$ cat config.mk
export PLATFORM = sky130hd
export DESIGN_NAME = piso_tx
export DESIGN_NICKNAME = d
export VERILOG_FILES = /design/src/rtl/piso_tx_pkg.sv /design/src/rtl/piso_bit_cnt.sv /design/src/rtl/piso_tx.sv
export SDC_FILE = /design/constraint.sdc
export NUM_CORES = 1
export LEC_CHECK = 0
export CAP_MARGIN = 30
export CORE_MARGIN = 1.5
export CORE_UTILIZATION = 45
export CTS_CLUSTER_DIAMETER = 100
export DETAILED_ROUTE_END_ITERATION = 10
export DONT_BUFFER_PORTS = 1
export HOLD_SLACK_MARGIN = 0.15
export PLACE_DENSITY = 0.59
export REMOVE_ABC_BUFFERS = 1
export SETUP_SLACK_MARGIN = 0.05
export SLEW_MARGIN = 0
export SYNTH_ARGS = -nofsm -noshare
export SYNTH_HDL_FRONTEND = slang
export SYNTH_SLANG_ARGS = --single-unit
$ cat constraint.sdc
create_clock -name clk -period 1.35 [get_ports clk]
set_input_delay 0.2025 -clock clk [delete_from_list [all_inputs] [get_ports clk]]
set_output_delay 0.2025 -clock clk [all_outputs]
set_load 0.02 [all_outputs]
$ cat src/rtl/piso_tx_pkg.sv
// Shared types and constants for the piso_tx serial transmitter.
// PISO_TX_PARITY_EN adds the PARITY state to the state enum.
package piso_tx_pkg;

    localparam int   WIDTH_DEFAULT = 8;
    localparam logic IDLE_LEVEL    = 1'b1;

`ifdef PISO_TX_PARITY_EN
    typedef enum logic [1:0] {
        IDLE   = 2'd0,
        SHIFT  = 2'd1,
        PARITY = 2'd2
    } state_t;
`else
    typedef enum logic [1:0] {
        IDLE   = 2'd0,
        SHIFT  = 2'd1
    } state_t;
`endif

endpackage

$ cat src/rtl/piso_bit_cnt.sv
// Bit-position counter for piso_tx; saturates at WIDTH-1 and flags the last bit.
module piso_bit_cnt
    import piso_tx_pkg::*;
#(
    parameter int WIDTH = WIDTH_DEFAULT
) (
    input  logic clk,
    input  logic reset,
    input  logic clear,
    input  logic incr,
    output logic last
);

    localparam int            CW       = $clog2(WIDTH);
    localparam logic [CW-1:0] LAST_CNT = CW'(WIDTH - 1);

    logic [CW-1:0] cnt;

    // clear (active-high here) wins over incr; incr stops at the terminal count
    always_ff @(posedge clk) begin
        if (!reset) begin
            cnt <= '0;
        end else if (clear) begin
            cnt <= '0;
        end else if (incr && !last) begin
            cnt <= cnt + 1'b1;
        end
    end

    assign last = (cnt == LAST_CNT);

endmodule

$ cat src/rtl/piso_tx.sv
// Parallel-in serial-out transmitter, MSB first, registered output idling high.
// Define PISO_TX_PARITY_EN to append an even-parity bit after the data bits.
module piso_tx
    import piso_tx_pkg::*;
#(
    parameter int WIDTH = WIDTH_DEFAULT
) (
    input  logic             clk,
    input  logic             reset,
    input  logic [WIDTH-1:0] data_in,
    input  logic             load_valid,
    output logic             load_ready,
    input  logic             enable,
    input  logic             clear,
    output logic             out_1,
    output logic             busy,
    output logic             done
);

    state_t           state, state_n;
    logic [WIDTH-1:0] shreg, shreg_n;
    logic             out_n;
    logic             done_n;
    logic             cnt_clear;
    logic             cnt_incr;
    logic             cnt_last;

`ifdef PISO_TX_PARITY_EN
    logic par_q;

    // parity of the whole word is taken at capture, before any rotation
    always_ff @(posedge clk) begin
        if (!reset) begin
            par_q <= 1'b0;
        end else if (load_valid && load_ready) begin
            par_q <= ^data_in;
        end
    end
`endif

    assign load_ready = (state == IDLE) && clear;
    assign busy       = (state != IDLE);

    always_comb begin
        state_n   = state;
        shreg_n   = shreg;
        out_n     = out_1;
        done_n    = 1'b0;
        cnt_clear = 1'b0;
        cnt_incr  = 1'b0;
        if (!clear) begin
            state_n   = IDLE;
            out_n     = IDLE_LEVEL;
            cnt_clear = 1'b1;
        end else begin
            case (state)
                IDLE: begin
                    if (load_valid) begin
                        state_n   = SHIFT;
                        shreg_n   = data_in;
                        out_n     = data_in[WIDTH-1];
                        cnt_clear = 1'b1;
                    end
                end
                SHIFT: begin
                    if (enable) begin
                        if (!cnt_last) begin
                            // rotate so the next bit lands in the MSB
                            shreg_n  = {shreg[WIDTH-2:0], shreg[WIDTH-1]};
                            out_n    = shreg[WIDTH-2];
                            cnt_incr = 1'b1;
                        end else begin
`ifdef PISO_TX_PARITY_EN
                            state_n   = PARITY;
                            out_n     = par_q;
`else
                            state_n   = IDLE;
                            out_n     = IDLE_LEVEL;
                            done_n    = 1'b1;
                            cnt_clear = 1'b1;
`endif
                        end
                    end
                end
`ifdef PISO_TX_PARITY_EN
                PARITY: begin
                    if (enable) begin
                        state_n   = IDLE;
                        out_n     = IDLE_LEVEL;
                        done_n    = 1'b1;
                        cnt_clear = 1'b1;
                    end
                end
`endif
                default: begin
                    state_n   = IDLE;
                    out_n     = IDLE_LEVEL;
                    cnt_clear = 1'b1;
                end
            endcase
        end
    end

    always_ff @(posedge clk) begin
        if (!reset) begin
            state <= IDLE;
            shreg <= '0;
            out_1 <= IDLE_LEVEL;
            done  <= 1'b0;
        end else begin
            state <= state_n;
            shreg <= shreg_n;
            out_1 <= out_n;
            done  <= done_n;
        end
    end

    piso_bit_cnt #(
        .WIDTH(WIDTH)
    ) u_bit_cnt (
        .clk  (clk),
        .reset(reset),
        .clear(cnt_clear),
        .incr (cnt_incr),
        .last (cnt_last)
    );

endmodule
# Yosys cells after proc, flatten, opt, wreduce, memory -nomap -nowiden
# Cells that the tools add are included.
[classes]
addsub = 1
n_mul = 0
n_div = 0
order_cmp = 0
n_eq_ne = 6
n_shift = 0
mux = 21
n_bitwise = 1
n_reduce_logical = 12
[ops]
columns = ["op", "n"]
rows = [
  ["8-bit two-way mux", 3],
  ["8-bit case mux with 2 select lines", 1],
  ["1-bit two-way mux", 11],
  ["2-bit != test (second input constant)", 4],
  ["2-bit two-way mux", 3],
  ["3-bit AND reduction", 2],
  ["5-bit AND reduction", 1],
  ["1-bit case mux with 2 select lines", 2],
  ["2-bit case mux with 2 select lines", 1],
  ["2-bit AND reduction", 2],
  ["2-bit nonzero test", 2],
  ["3-bit by 1-bit adder with 3-bit output (second input constant)", 1],
  ["3-bit equality test (second input constant)", 1],
  ["2-bit by 1-bit equality test with 1-bit output (second input constant)", 1],
  ["1-bit logical AND", 2],
  ["2-bit logical NOT", 1],
  ["2-bit OR reduction", 1],
  ["1-bit logical NOT", 1],
  ["1-bit inverter", 1],
]
[totals]
reg_bits = 15
latchBits = 0
ramBits = 0
mem_bits_ro = 0
input_bits = 13
out_inout_bits = 4
elab_cells = 46
mem_count = 0

# Longest topological paths before layout
[depth]
depth_word = 6
ltp_mapped = 5
mapped_depth_nobuf = 5

# By module
# Synthesis repeated with hierarchy kept, for this count alone.
[unflattened]
cells_unflattened = 72
hier_area_um2 = 750.7
[by_module_without_submodules]
columns = ["module", "instances", "cells_each", "area_per_inst_um2", "seq_area_each_um2"]
rows = [
  ["piso_tx", 1, 59, 605.6, 220.2],
  ["piso_bit_cnt", 1, 13, 145.1, 60.1],
]

# Least setup slack after synthesis
# No wires, ideal clock.
[synth_path]
kind = "register -> register"
start = "register u_bit_cnt.cnt[0]"
end = "register shreg[0]"
setup_ns = 0.119
t_arrival_ns = 1.186
t_required_ns = 1.231
slack_ns = 0.045
stages_incl_launch_ff = 6
path_buffers = 0
period_less_slack_ns = 1.305
path_cell_list = "dfxtp_1 > ha_1 > ha_1 > nand4b_4 > o21ai_4 > o221a_2"
[synth_between]
elab_chain_cells = 3
[synth_lines]
columns = ["item", "line", "text"]
rows = [
  ["from (decl)", "piso_bit_cnt.sv:17", "logic [CW-1:0] cnt;"],
  ["from (signal assigned)", "piso_bit_cnt.sv:26", "cnt <= cnt + 1'b1;"],
  ["3-bit equality test", "piso_bit_cnt.sv:30", "assign last = (cnt == LAST_CNT);"],
  ["2-bit != test (no source line)", "--", ""],
  ["5-bit AND reduction (no source line)", "--", ""],
  ["to (signal assigned)", "piso_tx.sv:112", "shreg <= shreg_n;"],
  ["to (decl)", "piso_tx.sv:21", "logic [WIDTH-1:0] shreg, shreg_n;"],
]
# No other way between the ends.
# A chain may end at the register's enable or synchronous reset.

# Final worst setup path
[layout_path]
start = "register u_bit_cnt.cnt[0]"
end = "register shreg[7]"
# The elaborated chain is that of the path after synthesis.

==> results.py <==
metrics = {
    "outcome": {
        "status": "complete, no violations",
    },
    "clock_tree": {
        "cts_buffers": 3,
        "holdBufCountCts": 5,
        "clock_latency_ns": 0.28,
        "cts_sinks": 14,
        "cts_root_buffer": "clkbuf_4",
        "cts_tree": "done",
        "clockBufferDepth": 2,
        "clkTransAtPathRegs_ns": 0.09,
        "htree_levels": 1,
    },
    "logic_synthesis": {
        "synth_adder_area_share_pct": 5.042,
        "synthDominantCellAreaShare_pct": 37.65,
        "ys.flop_type": "dfxtp_1",
        "synth-warning-count": 0,
        "synth_compound_area_share_pct": 17.48,
        "ys_seq_elements": 14,
        "synth_edf_count": 0,
        "synth_area_leaders": "dfxtp_1 (38%), mux2i_1 (15%), o221a_1 (11%)",
        "synth_mux_area_share_pct": 14.79,
        "ys_seq_area_share_pct": 37.65,
        "yosys.area_share.xor_xnor_pct": 1.176,
        "synth_area_per_cell_um2": 10.49,
        "synth-simple-area-share_pct": 16.97,
        "netlist_instances": 71,
        "synth_top_family_by_area": "compound AO/OA/AOI/OAI gates",
        "synth_cell_types": 21,
        "synthesis.area_um2": 744.5,
        "synth_async_sr_flop_share_pct": 0,
        "synth_area_leader_cell": "dfxtp_1",
    },
    "timing": {
        "clock.fmax_mhz": 747.3,
        "worst_slew_pin_slew_ns": 0.2723,
        "finalWorstSetupSlack_ns": 0.01180,
        "finalSetupViolations": 0,
        "slew-limit-headroom_pct": 81.78,
        "rsz0062_at_grt": "yes",
        "fin_crit_ns": 1.338,
        "finalCritPeriodShare_pct": 99.13,
        "fin_skew_ns": 0.008218,
        "hold_viol_final": 0,
        "slew_viol_final": 0,
    },
    "cells_and_area": {
        "antenna-diode-count": 0,
        "n_fill_cell": 143,
        "ff_latch_area_um2": 284.0,
        "final_util_pct": 59.52,
        "area_growth_pct": 21.85,
        "multiInputGateArea_um2": 440.4,
        "fin_cells": 100,
        "nets": 101,
        "drive_above_1_share_pct": 27.38,
        "most-common-layout-cells": "nand2_1 (12), mux2i_1 (11), dfxtp_1 (11)",
        "mostFrequentLayoutCell": "nand2_1",
    },
    "critical_path": {
        "worstPathRequired_ns": 1.56,
        "worstPathMaxFanout": 8,
        "cp.arrival_ns": 1.55,
        "cp-end-kind": "flop",
        "path_class": "flop to flop",
        "critPathLaunchType": "flop",
    },
    "grt": {
        "antenna_found_initial": 0,
        "grt_pass1_vias": 588,
        "grt_usage_pct": 20.14,
        "grt_overflow": 0,
        "grt_first_pass_wirelength_um": 2760,
        "grt_max_degree": 11,
    },
    "floorplanning": {
        "die_h_um": 43.68,
        "io_pins": 17,
        "row_count": 14,
        "core_area_um2": 1524,
        "die_w_um": 43.68,
        "start_util_pct": 48.85,
        "die_area_um2": 1908,
    },
    "placement": {
        "dp_hpwl_um": 939.4,
        "portBuffers": 0,
        "place_ws_ns": -0.05608,
        "dp.cells": 88,
        "gp_congestion": 0.7415,
    },
    "power_and_ir_drop": {
        "vdd_drop_max_mv": 0.5598,
        "powerDensity_nw_per_um2": 962.7,
        "power_w": 0.0008733,
        "leakagePower_nw": 0.3806,
    },
    "routing": {
        "via_count": 575,
        "drc": 0,
        "antenna_left": 0,
        "routed_wl_um": 1662,
        "avgRoutedWirePerCell_um": 16.62,
        "viasPerCell": 5.750,
        "first_iter_violations": 12,
        "first_pass_iters": 4,
    },
    "run": {
        "cap_violations": 0,
    },
    "hold_path": {
        "worst_hold_path_type": "primary input to flop",
    },
}
-- state kept, by name (all words and copies together), names as in the netlist --
name	count
shreg	8
u_bit_cnt.cnt	3
done	1
out_1	1
state	1
-- final timing paths --
| path | cells past startpoint | start | to | slack (ns) |
|---|---|---|---|---|
| worst max register to register | 5 | u_bit_cnt.cnt[0] | shreg[7] | 0.01 |
| worst min-delay path | 1 | reset | shreg[3] | 0.05 |
| worst min register to register | 2 | state[0] | state[0] | 0.50 |
| worst max-delay path | 5 | u_bit_cnt.cnt[0] | shreg[7] | 0.01 |
-- where the power goes --
| part | internal, W | switching (W) |
|---|---|---|
| clock network | 0.000164 | 0.000134 |
| logic | 0.0000651 | 0.0000582 |
| registers | 0.000435 | 0.0000167 |
| total | 0.000664 | 0.000209 |
-- cells in the mapped netlist (all sizes together) (2+ instances only) --
master and number:
a21oi 2, buf 4, dfxtp 14, ha 3
mux2i 11, nand2 12, nor2 7, o21ai 2
o221a 8
-- final cells by class --
type	count	area share (%)
flip-flops and latches	14	31.31
repair buffers	13	13.52
inverters	1	0.4138
well taps	16	2.207
multi-input cells	52	48.55
clock buffers	4	4.000
-- metal layers --
| layer | vias to the layer above | share of wire (%) | GRT usage (%) |
|---|---|---|---|
| met1 | 260 | 43 | 26.36 |
| met2 | 26 | 48 | 31.47 |
| met4 | 0 | 1.7 | 9.091 |
| met5 | - | 0 | 0 |
| li1 | 285 | - | - |
| met3 | 4 | 7.1 | 4.583 |
-- through the flow --
step | area, um2 | setup TNS (ns) | hold slack [ns]
after floorplan | 696.9 | -1.621 | 0.3444
after global placement | 754.5 | -0.04880 | 0.3449
after detailed placement | 754.5 | -0.3856 | 0.3483
after CTS | 897.1 | 0 | 0.04286
after global routing | 907.1 | -0.08561 | 0.03113
final | 907.1 | 0 | 0.04971
-- worst max-delay path, cell delays in order (launching register included) --
cell	delay, ns
dfxtp_2	0.35
ha_4	0.17
ha_4	0.16
nand4b_4	0.20
o21ai_4	0.15
o221a_1	0.24
-- repair_timing --
| item | 4_1_cts | 5_1_grt |
|---|---|---|
| endpoints found under the hold margin | 14 | 8 |
| pin swaps | 1 | 7 |
| setup endpoints to repair | 13 | 13 |
| setup buffers | 2 | 1 |
| gates resized for setup | 7 | 1 |
-- logic make-up (layout without fill, tap and decap cells) --
logic type,Yosys count,count (layout)
AOI/OAI and AO/OA,13,13
xor gates and xnor gates,1,1
adders and majority gates,3,3
buffers and inverters,5,18
DFF,14,14
muxes,11,11
and+or+nand+nor,24,24
No activity file was read; power rests on OpenSTA's default activity.
